===== config.mk =====
export PLATFORM = sky130hd
export DESIGN_NAME = sched_32b_8b_flat
export DESIGN_NICKNAME = d
export VERILOG_FILES = /design/src/rtl/sched_32b_8b_pkg.sv /design/src/rtl/sched_32b_8b_if.sv /design/src/rtl/sched_32b_8b_rr_arbiter.sv /design/src/rtl/sched_32b_8b.sv /design/src/flat_wrapper.sv
export SDC_FILE = /design/constraint.sdc
export NUM_CORES = 1
export LEC_CHECK = 0
export ABC_AREA = 0
export CAP_MARGIN = 10
export CORE_AREA = 2 2 92 94
export DETAILED_ROUTE_END_ITERATION = 8
export DIE_AREA = 0 0 94 96
export HOLD_SLACK_MARGIN = 0.12
export PLACE_DENSITY = 0.77
export RECOVER_POWER = 50
export SLEW_MARGIN = 20
export SYNTH_ARGS = -nofsm -noshare
export SYNTH_HDL_FRONTEND = slang
export SYNTH_SLANG_ARGS = --single-unit

===== constraint.sdc =====
create_clock -name clk_4f -period 8.6 [get_ports clk_4f]
set_input_delay 1.72 -clock clk_4f [delete_from_list [all_inputs] [get_ports clk_4f]]
set_output_delay 1.72 -clock clk_4f [all_outputs]
set_load 0.005 [all_outputs]

===== src/rtl/sched_32b_8b_pkg.sv =====
// Shared types and constants for the 32-bit to 8-bit round-robin serializer.
package sched_32b_8b_pkg;

  typedef enum logic {
    IDLE = 1'b0,
    SEND = 1'b1
  } state_t;

  localparam int          BYTES_PER_WORD = 4;
  localparam logic [1:0]  LAST_PHASE     = 2'(BYTES_PER_WORD - 1);
  localparam logic [7:0]  IDLE_BYTE      = 8'hBC;
  localparam logic [7:0]  IDLE_ZERO      = 8'h00;

  // Phase 0 is the most significant byte.
  function automatic logic [7:0] word_byte(input logic [31:0] w, input logic [1:0] ph);
    case (ph)
      2'd0:    return w[31:24];
      2'd1:    return w[23:16];
      2'd2:    return w[15:8];
      default: return w[7:0];
    endcase
  endfunction

endpackage


===== src/rtl/sched_32b_8b_if.sv =====
// Requester-side word handshake plus the serialized byte stream of sched_32b_8b.
interface sched_32b_8b_if #(
  parameter int N_REQ = 4,
  parameter int ID_W  = 2
);
  logic [N_REQ-1:0]    req_valid;
  logic [32*N_REQ-1:0] req_data;
  logic [N_REQ-1:0]    req_ready;
  logic [7:0]          data_out;
  logic                valid_out;
  logic [ID_W-1:0]     src_id;
  logic                busy;

  modport master (
    output req_valid, req_data,
    input  req_ready, data_out, valid_out, src_id, busy
  );

  modport slave (
    input  req_valid, req_data,
    output req_ready, data_out, valid_out, src_id, busy
  );
endinterface


===== src/rtl/sched_32b_8b_rr_arbiter.sv =====
// Combinational round-robin arbiter: searches from last_grant+1, wrapping modulo N_REQ.
module rr_arbiter #(
  parameter int N_REQ = 4,
  parameter int ID_W  = 2
) (
  input  logic [N_REQ-1:0] req,
  input  logic [ID_W-1:0]  last_grant,
  input  logic             enable,
  output logic [N_REQ-1:0] grant,
  output logic [ID_W-1:0]  grant_idx,
  output logic             any_grant
);

  // First pass covers indices above last_grant, second pass wraps to 0..last_grant.
  always_comb begin
    grant     = '0;
    grant_idx = '0;
    any_grant = 1'b0;
    if (enable) begin
      for (int i = 0; i < N_REQ; i++) begin
        if (!any_grant && req[i] && (i > int'(last_grant))) begin
          grant[i]  = 1'b1;
          grant_idx = ID_W'(i);
          any_grant = 1'b1;
        end
      end
      for (int i = 0; i < N_REQ; i++) begin
        if (!any_grant && req[i] && (i <= int'(last_grant))) begin
          grant[i]  = 1'b1;
          grant_idx = ID_W'(i);
          any_grant = 1'b1;
        end
      end
    end
  end

endmodule


===== src/rtl/sched_32b_8b.sv =====
// Round-robin scheduler feeding one 32->8 serializer, MSB byte first, tagged with source index.
// Optional macro ARB_IDLE_BC_EN: idle byte is 8'hBC (K28.5) instead of 8'h00.
module sched_32b_8b
  import sched_32b_8b_pkg::*;
#(
  parameter int N_REQ = 4,
  parameter int ID_W  = 2
) (
  input  logic                 clk_4f,
  input  logic                 reset,
  sched_32b_8b_if.slave        bus
);

`ifdef ARB_IDLE_BC_EN
  localparam logic [7:0] IDLE_OUT = IDLE_BYTE;
`else
  localparam logic [7:0] IDLE_OUT = IDLE_ZERO;
`endif

  state_t            state;
  logic [1:0]        phase;
  logic [31:0]       word_p0;
  logic [ID_W-1:0]   last_grant;
  logic [7:0]        byte_p1;
  logic              vld_p1;
  logic [ID_W-1:0]   id_p1;

  logic              slot_open;
  logic [N_REQ-1:0]  grant;
  logic [ID_W-1:0]   grant_idx;
  logic              accept;
  logic [31:0]       sel_word;

  // An accept slot exists when idle or while the last byte of a word is on the output.
  assign slot_open = ~reset & ((state == IDLE) | (phase == LAST_PHASE));

  rr_arbiter #(
    .N_REQ (N_REQ),
    .ID_W  (ID_W)
  ) u_arb (
    .req        (bus.req_valid),
    .last_grant (last_grant),
    .enable     (slot_open),
    .grant      (grant),
    .grant_idx  (grant_idx),
    .any_grant  (accept)
  );

  always_comb begin
    sel_word = '0;
    for (int i = 0; i < N_REQ; i++) begin
      if (grant[i]) sel_word = bus.req_data[32*i +: 32];
    end
  end

  // Stage p0: held word and phase; stage p1: registered byte, valid and tag.
  always_ff @(posedge clk_4f or posedge reset) begin
    if (reset) begin
      state      <= IDLE;
      phase      <= 2'd0;
      word_p0    <= '0;
      last_grant <= ID_W'(N_REQ - 1);
      byte_p1    <= IDLE_OUT;
      vld_p1     <= 1'b0;
      id_p1      <= '0;
    end else if (accept) begin
      state      <= SEND;
      phase      <= 2'd0;
      word_p0    <= sel_word;
      last_grant <= grant_idx;
      byte_p1    <= word_byte(sel_word, 2'd0);
      vld_p1     <= 1'b1;
      id_p1      <= grant_idx;
    end else if (state == SEND) begin
      if (phase == LAST_PHASE) begin
        state   <= IDLE;
        phase   <= 2'd0;
        byte_p1 <= IDLE_OUT;
        vld_p1  <= 1'b0;
      end else begin
        phase   <= phase + 2'd1;
        byte_p1 <= word_byte(word_p0, phase + 2'd1);
      end
    end
  end

  assign bus.req_ready = grant;
  assign bus.data_out  = byte_p1;
  assign bus.valid_out = vld_p1;
  assign bus.src_id    = id_p1;
  assign bus.busy      = (state == SEND);

endmodule


===== src/flat_wrapper.sv =====
// flat-port wrapper written by rule: the top's interface ports become plain ports
module sched_32b_8b_flat import sched_32b_8b_pkg::*;
#(
  parameter int N_REQ = 4,
  parameter int ID_W  = 2
)
  (clk_4f, reset, bus_req_valid, bus_req_data, bus_req_ready, bus_data_out, bus_valid_out, bus_src_id, bus_busy);
  sched_32b_8b_if #(.N_REQ(N_REQ), .ID_W(ID_W)) bus_i ();
  input  logic clk_4f;
  input  logic reset;
  input wire logic [$bits(bus_i.req_valid)-1:0] bus_req_valid;
  input wire logic [$bits(bus_i.req_data)-1:0] bus_req_data;
  output wire logic [$bits(bus_i.req_ready)-1:0] bus_req_ready;
  output wire logic [$bits(bus_i.data_out)-1:0] bus_data_out;
  output wire logic [$bits(bus_i.valid_out)-1:0] bus_valid_out;
  output wire logic [$bits(bus_i.src_id)-1:0] bus_src_id;
  output wire logic [$bits(bus_i.busy)-1:0] bus_busy;
  assign bus_i.req_valid = bus_req_valid;
  assign bus_i.req_data = bus_req_data;
  assign bus_req_ready = bus_i.req_ready;
  assign bus_data_out = bus_i.data_out;
  assign bus_valid_out = bus_i.valid_out;
  assign bus_src_id = bus_i.src_id;
  assign bus_busy = bus_i.busy;
  sched_32b_8b #(.N_REQ(N_REQ), .ID_W(ID_W)) u_core (.clk_4f(clk_4f), .reset(reset), .bus(bus_i));
endmodule

Word-level counts from Yosys, hierarchy flattened
Cells that the tools add are included.

Register bits after elaboration: 48. Input bits: 134. Output and inout bits: 16. Word-level logic and storage cells: 89.

Add/subtract/negate cells: 1. Magnitude comparators: 6. Equal/unequal tests: 3. Mux-type cells: 46. Bitwise gates (word level): 4. Reductions and logical operators: 22.

Operator list (count): 32-bit 2-to-1 mux (4); 1-bit 2-to-1 mux (27); 8-bit 2-to-1 mux (3); 8-bit one-hot mux with 3 select lines (1); 2-bit 2-to-1 mux (10); 1-bit logical AND (12); 1-bit zero test (6); 2-bit == test, second input constant (2); 2-bit greater-than comparator, first input constant (2); 2-bit less-or-equal comparator, first input constant (2); 4-bit 2-to-1 mux (1); 2-bit nonzero test (2); 2-bit by 1-bit adder with 2-bit output, second input constant (1); 2-bit by 1-bit == test with 1-bit output, second input constant (1); 1-bit by 2-bit greater-than comparator with 1-bit output, first input constant (1); 1-bit by 2-bit less-or-equal comparator with 1-bit output, first input constant (1); 2-bit zero test (1); 1-bit inverter (2); 2-bit AND reduction (1); 1-bit bitwise AND (1); 1-bit bitwise OR (1).

Longest topological paths before layout
Depth in word-level cells: 38. Mapped depth: 9. Depth with buffers taken out: 6.

Hierarchy
From an unflattened synthesis, not the netlist that was laid out.

Cell total of the unflattened synthesis: 370. Area, all modules: 3280.6 um^2.

Modules (own cells, without submodules): sched_32b_8b (times used 1, cells an instance 344, area each 3128.0 um^2, sequential area each 1203.7 um^2); rr_arbiter (times used 1, cells an instance 26, area each 152.6 um^2, sequential area each 0.0 um^2).

Least setup slack after synthesis
Ideal clock, no wire load.

Kind: input port to output port. Start point: input reset. End point: output bus_req_ready[2]. Arrival time: 3.641 ns. Required time: 6.880 ns. Path slack: 3.239 ns. Stages on the path: 6. Path through: inv_1 -> and4_1 -> buf_2 -> and2_1 -> buf_6 -> buf_2.

Cells in the longest elaborated chain, start to end: 3.

RTL lines: start, declared (RTL line flat_wrapper.sv:10) `input logic reset;`; 1-bit inverter (RTL line sched_32b_8b.sv:35) `assign slot_open = ~reset & ((state == IDLE) | (phase == LAST_PHASE));`; 1-bit bitwise AND (RTL line sched_32b_8b.sv:35); 4-bit 2-to-1 mux (RTL line sched_32b_8b_rr_arbiter.sv:19) `if (enable) begin`; end, declared (RTL line flat_wrapper.sv:13) `output wire logic [$bits(bus_i.req_ready)-1:0] bus_req_ready;`.

Every way passes these cells.

Worst setup path in the final report
Same ends and word-level chain as after synthesis.

==> results_dict.tcl <==
set metrics [dict create \
    status "finished clean" \
    worst_slew_pin_slew_ns 1.09 \
    grt_pass1_vias 3249 \
    nets 597 \
    max-vdd-ir-drop_v 0.000151 \
    finalNonFillerCells 564 \
    drc 0 \
    areaGrowthSynthToFinish_pct 51.3 \
    placement.io_buffers 149 \
    fin_crit_sh_pct 74.1 \
    required_ns 6.88 \
    die_width_um 94 \
    drive_above_1_share_pct 9.59 \
    power_density_mw_per_mm2 267 \
    power.leakage_uw 0.00195 \
    numCtsBuffers 5 \
    cts_tree "yes" \
    ys_top_cells_by_count "dfrtp_1, a222oi_1, nand2_1" \
    hp-class "reg -> reg" \
    grt_max_degree 50 \
    syn_nets 465 \
    ys_warn_count 0 \
    clk-insertion-delay-late_ns 0.30 \
    clock_tree.root_cell "clkbuf_8" \
    cts.reportedPaths.clkPinSlew_ns 0.08 \
    clockBufferDepth 2 \
    whs_ns 0.476 \
    die-area_mm2 0.00902 \
    drv_slew 0 \
    seqCellArea_mm2 0.00120 \
    finalWirelength_um 10500 \
    place_area_mm2 0.00461 \
    fillers 716 \
    syn-cell-area_mm2 0.00313 \
    yosysMostFrequentCell "dfrtp_1" \
    cts.hold.buffers_added 0 \
    start_util_pct 38.9 \
    synthArstFlopShare_pct 100 \
    gp_congestion 0.851 \
    grt_overflow_total 0 \
    synth_area_leaders "dfrtp_1, a222oi_1, a221oi_2" \
    row_count 33 \
    finalCriticalPeriod_ns 6.38 \
    hold_viol 0 \
    drt_iter0_drc 321 \
    rsz0062_at_grt "false" \
    fp.coreArea_mm2 0.00805 \
    routedWlPerCell_um 18.5 \
    crit_arrival_ns 4.66 \
    track_usage_pct 23.0 \
    place_inst 556 \
    ys_ff_latch 48 \
    path_class "in -> out" \
    syn_avg_cell_area_um2 9.60 \
    drv_cap 0 \
    vias 3298 \
    critPathMaxFanout 49 \
    synth_top_area_share_pct 36.8 \
    synth_edf_count 0 \
    ys_types 42 \
    synth_ff_type "dfrtp_1" \
    cts_setup_buffers 0 \
    final-setup-viol-count 0 \
    first_pass_iters 6 \
    cp-end-kind "output port" \
    utilization_pct 58.8 \
    antenna_left 0 \
    ios 150 \
    clock-sinks 48 \
    crit_path_start_kind "primary input" \
    ctsResizeCount 0 \
    finalInstanceArea_mm2 0.00474 \
    skew_ns 0.00998 \
    multiInputGateArea_mm2 0.00164 \
    ys_seq_area_share_pct 38.5 \
    diodes 0 \
    vias_per_cell 5.85 \
    finalSetupTns_ns 0 \
    htree_levels 2 \
    yosys.area.top_type "dfrtp_1" \
    die_h_um 96 \
    slew_headroom_pct 27.0 \
    max_freq_mhz 157 \
    antenna_found_initial 0 \
    synth_cells 326 \
    grt_pass1_wl_um 16000 \
    hpwl_um 7910 \
]
[metal layers]
| layer | vias up | wire (um) | GRT usage [%] |
|---|---|---|---|
| met5 | - | 0 | 0 |
| met4 | 0 | 152 | 5.31 |
| met3 | 14 | 587 | 3.99 |
| met2 | 136 | 5620 | 41.6 |
| met1 | 1623 | 4100 | 28.7 |
| li1 | 1525 | - | - |
[cell type report]
type                            instances  area share (%)
Sequential cell                        48            25.4
Clock buffer                            6            1.74
Timing Repair Buffer                  154            32.3
Clock inverter                          2           0.819
Multi-Input combinational cell        221            34.7
Tap cell                              105            2.77
Inverter                               28            2.25
[power breakdown]
part,internal (uW),switching [uW],leakage (uW)
logic,315,348,0.00132
clock network,95.1,77.2,0.0000614
registers,341,87.4,0.000569
[worst max-delay path, stage by stage]
cell and delay, ns:
dlygate4sd3_1 0.72, clkinv_2 0.73, and4_1 0.59, and2_1 0.18
buf_4 0.22, clkdlybuf4s50_1 0.48
[registers in the layout, summed over array words and instances (netlist names)]
signal,cells
u_core.bus.busy,1
u_core.bus.data_out,8
u_core.bus.src_id,2
u_core.bus.valid_out,1
u_core.last_grant,2
u_core.phase,2
u_core.word_p0,32
[stage by stage]
step	power [uW]	worst slack, ns
6_report	1260	2.22
5_1_grt	1350	1.87
4_1_cts	1270	2.21
3_5_place_dp	1090	2.21
3_3_place_gp	1070	2.24
2_1_floorplan	860	3.24
[final timing paths]
path	from	end	slack (ns)	depth (start not counted)
max	reset	bus_req_ready[2]	2.22	6
min	u_core.bus.valid_out	u_core.bus.valid_out	0.48	2
max reg2reg	u_core.phase[0]	u_core.word_p0[19]	5.66	8
min reg2reg	u_core.bus.valid_out	u_core.bus.valid_out	0.48	2
max in group asynchronous	reset	u_core.bus.src_id[0]	5.95	2
min in group asynchronous	reset	u_core.word_p0[24]	2.16	2
[placed cells by master (no fill, tap or decap), types with 5 or more instances in the layout]
cell type / n
clkdlybuf4s50_1: 140
buf_4: 5
a222oi_1: 32
o31ai_1: 6
a221oi_2: 19
a22oi_1: 7
clkbuf_8: 6
o21ai_0: 16
a221oi_1: 5
and3_1: 5
ha_1: 5
inv_1: 26
nor2_1: 30
nand3_1: 13
dfrtp_1: 46
nand2b_1: 6
nand4_1: 6
dlygate4sd3_1: 9
a41o_1: 5
nand2_1: 32
[cell families after synthesis]
kind of cell,count (synthesis),synth area share (%)
flip-flops,48,38.5
buffers and inverters,57,9.32
multiplexers,1,0.320
AND/OR/NAND/NOR,107,16.4
AO/OA/AOI/OAI,108,33.5
adder cells (fa/ha/maj),5,2.00
No activity file was read; power rests on OpenSTA's default activity.
